`src/rtl/divisor_reloj_programable.sv`:
```
// divisor_reloj_programable: runtime-programmable clock divider with a shadow-loaded divisor, tick strobe and period counter
module divisor_reloj_programable #(
  parameter int WIDTH       = 26,
  parameter int DEFAULT_DIV = 5000000,
  parameter int CNT_W       = 16
) (
  input  logic             clock,
  input  logic             reset,
  input  logic             enable,
  input  logic             mode,
  input  logic [WIDTH-1:0] div_in,
  input  logic             div_load,
  output logic             div_busy,
  output logic             clk_out,
  output logic             tick,
  output logic [CNT_W-1:0] period_count
);
  logic [WIDTH-1:0] counter, div_q, shadow, div_clamp;
  logic term;
  always_comb begin
    div_clamp = (div_in == '0) ? WIDTH'(1) : div_in;
    term = enable && (counter == div_q - WIDTH'(1));
  end
  always_ff @(posedge clock or posedge reset) begin
    if (reset) begin
      counter      <= '0;
      div_q        <= WIDTH'(DEFAULT_DIV);
      shadow       <= '0;
      div_busy     <= 1'b0;
      clk_out      <= 1'b1;
      tick         <= 1'b0;
      period_count <= '0;
    end else if (!enable) begin
      tick <= 1'b0;
      if (mode) clk_out <= 1'b0;
      if (div_busy) begin
        div_q    <= shadow;
        counter  <= '0;
        div_busy <= 1'b0;
      end
      if (div_load) begin
        div_q   <= div_clamp;
        counter <= '0;
      end
    end else begin
      tick    <= term;
      clk_out <= mode ? term : (term ? ~clk_out : clk_out);
      counter <= term ? '0 : counter + WIDTH'(1);
      if (term) period_count <= period_count + CNT_W'(1);
      // a pending divisor only takes over at a period boundary
      if (term && div_busy) begin
        div_q    <= shadow;
        div_busy <= 1'b0;
      end
      if (div_load) begin
        shadow   <= div_clamp;
        div_busy <= 1'b1;
      end
    end
  end
endmodule

```
`config.mk`:
```
export PLATFORM = sky130hd
export DESIGN_NAME = divisor_reloj_programable
export DESIGN_NICKNAME = d
export VERILOG_FILES = /design/src/rtl/divisor_reloj_programable.sv
export SDC_FILE = /design/constraint.sdc
export NUM_CORES = 1
export LEC_CHECK = 0
export BUFFER_PORTS_ARGS = -buffer_cell sky130_fd_sc_hd__buf_4
export CAP_MARGIN = 15
export CORE_MARGIN = 5
export CORE_UTILIZATION = 30
export CTS_BUF_LIST = sky130_fd_sc_hd__clkbuf_4
export DETAILED_ROUTE_END_ITERATION = 10
export PLACE_DENSITY_LB_ADDON = 0.2
export SETUP_SLACK_MARGIN = 0.1
export SKIP_LAST_GASP = 1
export SYNTH_ARGS = -nofsm -noshare
export SYNTH_HDL_FRONTEND = slang
export SYNTH_SLANG_ARGS = --single-unit
```
`constraint.sdc`:
```
create_clock -name clock -period 3.05 [get_ports clock]
set_clock_uncertainty 0.1 [all_clocks]
set_input_delay 0.1525 -clock clock [delete_from_list [all_inputs] [get_ports clock]]
set_output_delay 0.1525 -clock clock [all_outputs]
set_load 0.1 [all_outputs]
```
Word level (Yosys, flattened, before mapping)
Index checks and enable logic that the tools add are counted.
Widths: inputs -> output; s select.
{"block": "word_totals", "reg_bits": 97, "in_bits": 31, "output_inout_bits": 19, "elab_cells": 41}
{"block": "op_classes", "addsub": 3, "n_eq_ne": 3, "n_mux": 17, "bitwise": 1, "reduce_logical": 10}
{"cell": "$mux 26", "count": 9}
{"cell": "$add 26x1->26 const B", "count": 1}
{"cell": "$eq 26x26->1", "count": 1}
{"cell": "$logic_not 26->1", "count": 1}
{"cell": "$sub 26x1->26 const B", "count": 1}
{"cell": "$add 16x1->16 const B", "count": 1}
{"cell": "$mux 1", "count": 8}
{"cell": "$reduce_and 2->1", "count": 4}
{"cell": "$reduce_bool 2->1", "count": 2}
{"cell": "$ne 3x1->1 const B", "count": 1}
{"cell": "$reduce_bool 3->1", "count": 1}
{"cell": "$logic_and 1x1->1", "count": 2}
{"cell": "$ne 2x1->1 const B", "count": 1}
{"cell": "$not 1->1", "count": 1}

Longest topological paths before layout
Gate-level depths: netlist (run 1).
{"block": "depth", "ltp_word": 7, "mapped_depth": 13}

Worst setup path after synthesis (run 1)
OpenSTA, ideal clock, no wires.
{"block": "synth_path", "path_kind": "register to register", "from": "reg div_q[0]", "to": "reg div_q[10]", "t_arrival_ps": 3006, "setup_slack_ps": -179, "path_stages_with_launch": 13, "synth_period_minus_slack_ps": 3229, "path_cell_list": "dfrtp_1 -> inv_1 -> ha_1 -> nor3b_2 -> and3_1 -> a41oi_1 -> a221o_1 -> a221oi_2 -> a31o_1 -> buf_4 -> buf_4 -> buf_4 -> a2bb2oi_2"}
{"block": "synth_via", "elab_chain_cells": 6}
{"element": "start: declaration", "line": "18", "text": "logic [WIDTH-1:0] counter, div_q, shadow, div_clamp;"}
{"element": "start signal: assignment", "line": "27", "text": "div_q <= WIDTH'(DEFAULT_DIV);"}
{"element": "start signal: assignment", "line": "37", "text": "div_q <= shadow;"}
{"element": "start signal: assignment", "line": "42", "text": "div_q <= div_clamp;"}
{"element": "$sub 26x1->26", "line": "22", "text": "term = enable && (counter == div_q - WIDTH'(1));"}
{"element": "$eq 26x26->1", "line": "22"}
{"element": "$logic_and 1x1->1", "line": "22"}
{"element": "$logic_and 1x1->1", "line": "51", "text": "if (term && div_busy) begin"}
{"element": "$ne 2x1->1 (no source line)"}
{"element": "$reduce_and 2->1 (no source line)"}
Every way passes these cells.
A chain may end at the register's enable or synchronous reset.

Worst setup path after layout (run 1)
{"block": "layout_path", "from": "reg div_q[1]", "to": "reg div_q[24]"}
The elaborated chain is that of the path after synthesis.

==> results_dict.tcl, run 1 <==
set metrics [dict create \
    worst_pin_slew_ns 0.916 \
    ys_ff_latch 97 \
    final_nets 737 \
    setup_viol 40 \
    cpPeakStageDelay_ns 0.45 \
    tritoncts "built" \
    async_reset_ff_share_pct 100 \
    synth_warnings 0 \
    die-width_um 148 \
    yosys.area_share.simple_pct 19.1 \
    status "finished with violations" \
    fin_crit_sh_pct 101 \
    violations "negative setup slack" \
    layout_commonest_cell "buf_4" \
    clock_latency_ns 0.48 \
    num_vias 5074 \
    synthFlopType "dfrtp_1" \
    layout-drive-gt1-share_pct 36.3 \
    crit_arrival_ns 3.41 \
    worst-setup-path-type "flip-flop to flip-flop" \
    cpMaxStageDelayCell "dfrtp_1" \
    vias_per_cell 5.38 \
    synth_top_family_by_area "compound AO/OA/AOI/OAI gates" \
    fin_crit_ns 3.09 \
    finalWorstSetupSlack_ns -0.0433 \
    synth_compound_area_share_pct 20.1 \
    ant_nets 0 \
    drv_slew 0 \
    layout_common_cells "buf_4, dfrtp_1, nand2_1" \
    synth_area_um2 5680 \
    syn_area_per_cell_um2 10.1 \
    place_congestion 0.856 \
    p_leak_nw 3.11 \
    cts_buffers 9 \
    grt_start_max_net_pins 52 \
    finalHoldViolCount 0 \
    seqCellArea_um2 2440 \
    dieArea_um2 21800 \
    synth_xor_area_share_pct 7.40 \
    drt_pre_antenna_iters 5 \
    cts-htree-levels 3 \
    hold_ws_ns 0.0819 \
    placeableCoreArea_um2 18700 \
    critPathMaxFanout 14 \
    cap_violations 0 \
    ys_types 71 \
    grt_pass1_vias 4931 \
    utilization_pct 41.1 \
    critPathRequiredTime_ns 3.37 \
    max_clock_freq_ghz 0.323 \
    fp.dieH_um 148 \
    overflow 0 \
    crit_family "compound AO/OA/AOI/OAI gates" \
    rsz0062_at_grt "yes" \
    end_kind "flip-flop" \
    antenna_found_initial 1 \
    drc 0 \
    ir_drop_v 0.000250 \
    critPathLaunchType "flip-flop" \
    cts.sink_count 97 \
    yosys.area_share.adder_pct 0.661 \
    multiInputGateArea_um2 3300 \
    port_buffers 49 \
    synth_mux_area_share_pct 5.90 \
    setup_tns_ns -0.685 \
    synth-edff-count 0 \
    power.density_nw_per_um2 418 \
    post-dp-hpwl_um 11800 \
    fillers 1803 \
    slew_headroom_pct 38.8 \
    cts.path.max_buffers 2 \
    root_buffer "clkbuf_4" \
    wl_um 16700 \
    critical_path.cell_chain "inv_1 -> ha_2 -> nor3b_4 -> buf_4 -> nand4_1 -> xor2_1 -> a221o_1 -> a221oi_4 -> buf_6 -> a31oi_4 -> a21oi_4 -> buf_12 -> a2bb2oi_1" \
    clk_pin_slew_ns 0.16 \
    syn_nets 595 \
    grt_usage_pct 15.1 \
    grt_pass1_wl_um 26500 \
    finalPower_mw 3.21 \
    area_growth_pct 35.4 \
    drtIter0Drc 293 \
    drt-wirelength-per-cell_um 17.7 \
    netlist_instances 561 \
    ys_seq_area_share_pct 42.9 \
    start_util_pct 30.4 \
    min_path_type "input port to flip-flop" \
    row_count 50 \
    timing.critical_path.buf_inv 4 \
    ioPinCount 50 \
]
[repair_timing]
action	CTS	global route
gates resized for setup	19	30
pin swaps	8	13
endpoints found under the setup margin	71	71
cloned	2	2
hold endpoints to repair	97	0
hold buffers	28	0
buffers inserted	7	13
[flip-flops by register name, summed over array words and instances, names as in the netlist]
signal / count
clk_out: 1
counter: 26
div_busy: 1
div_q: 26
period_count: 16
shadow: 26
tick: 1
[power by group]
part           switching [mW]  leakage, nW  internal, mW  total (mW)
clock network           0.463       0.0764         0.264       0.727
registers              0.0983         1.20          1.43        1.53
logic                   0.473         1.84         0.487       0.960
[path summary, 6_finish.rpt]
check | cells past startpoint | endpoint | from | slack [ns]
worst min-delay path | 3 | period_count[1] | enable | 0.08
min in group asynchronous | 3 | counter[12] | reset | 0.22
max in group asynchronous | 4 | shadow[21] | reset | 1.82
worst max register to register | 13 | div_q[24] | div_q[1] | -0.04
worst min register to register | 1 | period_count[15] | period_count[15] | 0.38
worst max-delay path | 13 | div_q[24] | div_q[1] | -0.04
[routing by layer]
metal | up-vias | routed length, µm | global-route usage, %
met5 | - | 0 | 0
met4 | 0 | 422 | 6.43
met3 | 31 | 628 | 2.30
met2 | 122 | 8020 | 23.9
met1 | 2515 | 7600 | 20.7
li1 | 2406 | - | -
[Yosys cell counts (all sizes together), types with 10 or more instances]
cell	n	share of area, %
nand3	29	2.6
buf	10	1.3
o21ai	26	2.3
clkbuf	21	1.4
nand2	39	2.6
dfrtp	88	39
nor4	15	2.3
a21oi	13	1.3
o22ai	26	2.9
inv	18	1.2
nand4	14	1.8
xnor2	21	3.2
or3	16	1.8
mux2	28	5.5
nor2	32	2.1
nor3	21	1.9
a2bb2oi	25	6.1
xor2	27	4.2
[cell families (layout without fill, tap and decap cells)]
kind of cell	Yosys count	in the layout
AOI/OAI and AO/OA	137	137
and+or+nand+nor	197	198
muxes	30	30
buffers and inverters	49	195
other	0	1
adders and majority gates	3	3
xor gates and xnor gates	48	48
DFF	97	97
[worst reg2reg max path, stage by stage, from the launching register on]
cell	delay (ns)
dfrtp_1	0.45
inv_1	0.07
ha_2	0.17
nor3b_4	0.25
buf_4	0.15
nand4_1	0.14
xor2_1	0.19
a221o_1	0.35
a221oi_4	0.30
buf_6	0.16
a31oi_4	0.12
a21oi_4	0.24
buf_12	0.19
a2bb2oi_1	0.16
[per-stage QoR]
| step | worst slack [ns] | cells | instance area (µm²) |
|---|---|---|---|
| global placement | -0.110 | 875 | 6790 |
| CTS | -0.0310 | 928 | 7390 |
| detailed placement | -0.161 | 875 | 6790 |
| floorplan | 0.0326 | 561 | 5780 |
| global route | -0.206 | 943 | 7690 |
| finish | -0.0433 | 943 | 7690 |
[area by class of cell]
type / count / share of cell area, %
inverters: 18 / 0.911
repair buffers: 161 / 18.8
flip-flops and latches: 97 / 31.8
multi-input cells: 416 / 42.9
well taps: 234 / 3.81
clock buffers: 10 / 0.976
diodes: 1 / 0.0325
clock inverters: 6 / 0.862
Note: power is estimated with default switching activity, not from simulation.
==> run 2, diff against run 1 <==
- BUFFER_PORTS_ARGS: -buffer_cell sky130_fd_sc_hd__buf_4 -> -buffer_cell sky130_fd_sc_hd__buf_2
- CTS_CLUSTER_DIAMETER: unset -> 60
==> run 2 against run 1 <==
- the run still ends with negative setup slack left
- fmax down 1.5%
- die area unchanged
- critical endpoint is now div_q[18]
- flip-flop and latch count unchanged
- routed wire length up 1.3%
- largest power group unchanged
- combinational power up 1%
- utilization up 0.93 points
- first-iteration DRC count up 8.9%
==> results_dict.tcl, run 2 (same netlist as run 1, synthesis figures left out) <==
set metrics [dict create \
    max_clock_freq_ghz 0.318 \
    root_buffer "clkbuf_4" \
    tritoncts "built" \
    finalWorstSetupSlack_ns -0.0905 \
    setup_tns_ns -3.09 \
    setup_viol 57 \
    power.internal_mw 2.12 \
    final_cell_area_um2 7870 \
    critPathLaunchType "flip-flop" \
    cts_buffers 9 \
    grt_usage_pct 15.1 \
    cts.sink_count 97 \
    place_congestion 0.859 \
    dp_cells 874 \
    fp.dieH_um 148 \
    fin_crit_sh_pct 103 \
    vias_per_cell 5.39 \
    seqPwrFrac_pct 47.7 \
    worst_pin_slew_ns 1.13 \
    comb_power_share_pct 30.2 \
    reg2reg_depth 13 \
    area_growth_pct 38.4 \
    ioPinCount 50 \
    crit_arrival_ns 3.48 \
    utilization_pct 42.1 \
    worstReg2RegEnd "div_q[18]" \
    overflow 0 \
    cts.path.max_buffers 2 \
    layout_common_cells "dfrtp_1, buf_4, buf_2" \
    end_kind "flip-flop" \
    finalHoldViolCount 0 \
    rrSetupSlack_ns -0.09 \
    row_count 50 \
    status "finished with violations" \
    fin_crit_ns 3.14 \
    placeableCoreArea_um2 18700 \
    finalNonFillerCells 946 \
    p_leak_nw 3.22 \
    slew_headroom_pct 24.3 \
    drv_slew 0 \
    post_dp_cell_area_um2 6640 \
    ir_drop_v 0.000222 \
    power.density_nw_per_um2 409 \
    dp_slack_ns -0.160 \
    rsz0062_at_grt "yes" \
    grt_pass1_vias 4928 \
    clock_latency_ns 0.51 \
    ant_nets 0 \
    die-width_um 148 \
    wl_um 16900 \
    min_path_type "input port to async pin" \
    drtIter0Drc 319 \
    layout_commonest_cell "dfrtp_1" \
    cts-htree-levels 3 \
    critPathMaxFanout 7 \
    cap_violations 0 \
    clk_pin_slew_ns 0.18 \
    worst-setup-path-type "flip-flop to flip-flop" \
    grt_pass1_wl_um 26500 \
    drt_pre_antenna_iters 4 \
    power_switching_mw 1.10 \
    power_frac_clock_pct 22.1 \
    port_buffers 49 \
    num_vias 5096 \
    grt_start_max_net_pins 72 \
    final_nets 740 \
    netSwitchingFraction_pct 34.2 \
    start_util_pct 30.4 \
    post-dp-hpwl_um 11500 \
    drc 0 \
    antenna_found_initial 1 \
    dieArea_um2 21800 \
    layout-drive-gt1-share_pct 38.1 \
    violations "negative setup slack" \
    top_regs "counter (26), div_q (26), shadow (26)" \
    drt-wirelength-per-cell_um 17.9 \
    critPathRequiredTime_ns 3.39 \
    reg2reg_from "div_q[0]" \
]
[run 2: critical path, stage by stage (launching register included)]
cell       delay (ns)
dfrtp_2          0.44
inv_1            0.06
ha_2             0.17
nor3b_4          0.21
buf_4            0.15
and3_4           0.20
mux2_2           0.36
nor4_4           0.31
and4_4           0.34
a31oi_4          0.14
a21oi_4          0.17
buf_4            0.14
clkbuf_16        0.14
a2bb2oi_2        0.13
[run 2: metal layers]
metal / share of wire, % / vias up / GRT usage [%]
li1: - / 2423 / -
met1: 45 / 2537 / 19.8
met2: 49 / 116 / 24.8
met3: 4.0 / 20 / 3.10
met4: 1.7 / 0 / 5.31
met5: 0 / - / 0
[run 2: stage by stage]
stage | total power [mW] | hold slack, ns
finish | 3.22 | 0.0502
global route | 3.39 | 0.0676
CTS | 3.18 | 0.0475
detailed placement | 2.38 | 0.0713
global placement | 2.36 | 0.0747
floorplan | 2.09 | 0.203
[run 2: repair_timing]
action                     4_1_cts  5_1_grt
setup endpoints to repair       71       71
hold endpoints to repair       140        0
gates resized for setup         25       54
setup buffers                    6       13
pin swaps                       15       20
gates cloned                     4        4
hold buffers                    28        0
[run 2: how the worst max path moves through the flow]
stage | from | to | cells after the start
floorplan | div_q[3] | counter[18] | 10
global placement | div_q[1] | counter[25] | 11
detailed placement | div_q[1] | counter[16] | 11
CTS | div_q[1] | period_count[8] | 10
global route | div_q[1] | period_count[8] | 10
finish | div_q[0] | div_q[18] | 13
[run 2: final cells by class]
class	count	area, µm²
repair buffers	164	1470
flip-flops and latches	97	2440
multi-input cells	416	3460
clock inverters	7	67.6
diodes	1	2.50
clock buffers	9	67.6
well taps	234	293
inverters	18	70.1
fillers	1779	10800
[run 2: power groups by stage]
| stage | registers [mW] | clock network, mW | logic (mW) |
|---|---|---|---|
| after CTS | 1.53 | 0.746 | 0.898 |
| final | 1.53 | 0.712 | 0.973 |
| after detailed placement | 1.56 | 0 | 0.823 |
| after floorplan | 1.57 | 0 | 0.521 |
| after global placement | 1.55 | 0 | 0.813 |
| after global routing | 1.55 | 0.796 | 1.05 |
==> run 3, diff against run 2 <==
- MAX_ROUTING_LAYER: unset -> met4
==> run 3 against run 2 <==
- total power decreased by 2.5%
- the run still ends with negative setup slack left
- clock power fell by 5.2%
- sequential power about the same
- flip-flop and latch count unchanged
- via count shrank 1.2%
- worst hold slack improved by 0.035 ns
- highest routed layer unchanged
- combinational power is 3.3% lower
- largest power group unchanged
- global-route usage is 0.75 points higher
==> results_dict.tcl, run 3 (same netlist as run 1, synthesis figures left out) <==
set metrics [dict create \
    status "finished with violations" \
    violations "negative setup slack" \
    end_kind "flip-flop" \
    wl_um 16500 \
    port_buffers 49 \
    drtIter0Drc 226 \
    die-width_um 148 \
    hold_ws_ns 0.0851 \
    ant_nets 0 \
    num_vias 5035 \
    worst_pin_slew_ns 0.879 \
    cap_violations 0 \
    row_count 50 \
    finalPower_mw 3.14 \
    ioPinCount 50 \
    overflow 0 \
    slew_headroom_pct 41.3 \
    dp_slack_ns -0.161 \
    setup_viol 21 \
    cts_buffers 9 \
    layout_common_cells "dfrtp_1, buf_4, buf_2" \
    fin_crit_ns 3.10 \
    p_leak_nw 3.14 \
    grt_start_max_net_pins 35 \
    final_nets 740 \
    drc 0 \
    grt_pass1_wl_um 27000 \
    placeableCoreArea_um2 18700 \
    dieArea_um2 21800 \
    drt_pre_antenna_iters 6 \
    drt-wirelength-per-cell_um 17.5 \
    critPathLaunchType "flip-flop" \
    start_util_pct 30.4 \
    vias_per_cell 5.32 \
    utilization_pct 40.6 \
    fin_crit_sh_pct 102 \
    cts.path.max_buffers 2 \
    ir_drop_v 0.000243 \
    finalWorstSetupSlack_ns -0.0477 \
    post-dp-hpwl_um 12100 \
    fp.dieH_um 148 \
    grt_pass1_vias 4927 \
    tritoncts "built" \
    antenna_found_initial 1 \
    layout_commonest_cell "dfrtp_1" \
    clk_pin_slew_ns 0.17 \
    drv_slew 0 \
    top_regs "counter (26), div_q (26), shadow (26)" \
    rsz0062_at_grt "yes" \
    clock_latency_ns 0.49 \
    finalNonFillerCells 946 \
    critPathRequiredTime_ns 3.36 \
    place_congestion 0.899 \
    finalHoldViolCount 0 \
    cts-htree-levels 3 \
    fillers 1804 \
    min_path_type "input port to flip-flop" \
    worst-setup-path-type "flip-flop to flip-flop" \
    area_growth_pct 33.7 \
    power.density_nw_per_um2 413 \
    layout-drive-gt1-share_pct 36.0 \
    dp_cells 879 \
    crit_arrival_ns 3.41 \
    grt_usage_pct 15.9 \
    critPathMaxFanout 7 \
    cts.sink_count 97 \
    root_buffer "clkbuf_4" \
    max_clock_freq_ghz 0.323 \
]
[run 3: timing repair]
| action | 4_1_cts | 5_1_grt |
|---|---|---|
| pin swaps | 13 | 13 |
| hold buffers | 28 | 0 |
| gates cloned | 1 | 2 |
| buffers inserted | 10 | 9 |
| resized for setup | 32 | 22 |
| setup endpoints to repair | 71 | 71 |
| hold endpoints to repair | 84 | 0 |
[run 3: final timing paths]
kind / from / end / cells past startpoint / slack (ns)
max in group asynchronous: reset / period_count[8] / 5 / 1.79
min in group asynchronous: reset / div_q[23] / 3 / 0.11
hold / removal: enable / period_count[1] / 3 / 0.09
hold reg to reg: period_count[15] / period_count[15] / 1 / 0.38
setup reg to reg: div_q[1] / div_q[23] / 11 / -0.05
setup / recovery: div_q[1] / div_q[23] / 11 / -0.05
[run 3: per-layer routing]
| layer | track usage, % | part of all wire [%] | up-vias |
|---|---|---|---|
| met3 | 2.79 | 3.5 | 15 |
| met5 | - | 0 | - |
| met2 | 24.3 | 47 | 92 |
| met1 | 21.6 | 48 | 2510 |
| met4 | 4.66 | 1.4 | 0 |
| li1 | - | - | 2418 |
[run 3: per-stage QoR]
| step | instance area (µm²) | setup TNS (ns) |
|---|---|---|
| CTS | 7350 | -0.341 |
| global route | 7600 | -6.59 |
| global placement | 6670 | -6.41 |
| finish | 7600 | -0.349 |
| floorplan | 5780 | 0 |
| detailed placement | 6670 | -5.16 |
[run 3: final cells by class]
cell class              instances  area, µm²  share of cell area [%]
flip-flops and latches         97       2440                    32.1
multi-input cells             416       3310                    43.5
diodes                          1       2.50                  0.0329
clock inverters                 7       58.8                   0.774
clock buffers                   9       67.6                   0.889
inverters                      18       70.1                   0.922
well taps                     234        293                    3.85
repair buffers                164       1360                    17.9
[run 3: where the power goes]
part           total (mW)  leakage [nW]  internal (mW)  switching [mW]
sequential           1.52          1.20           1.43          0.0949
combinational       0.941          1.86          0.474           0.467
clock               0.675        0.0709          0.183           0.492
total                3.14          3.14           2.09            1.05
[run 3: critical path: stages (launching register included)]
cell and delay, ns:
dfrtp_1 0.42, buf_6 0.13, nor4_4 0.29, nand3_2 0.13
or4b_4 0.55, a222oi_1 0.33, and4_4 0.33, a31oi_4 0.14
a21oi_4 0.16, buf_12 0.14, buf_12 0.12, a2bb2oi_1 0.18
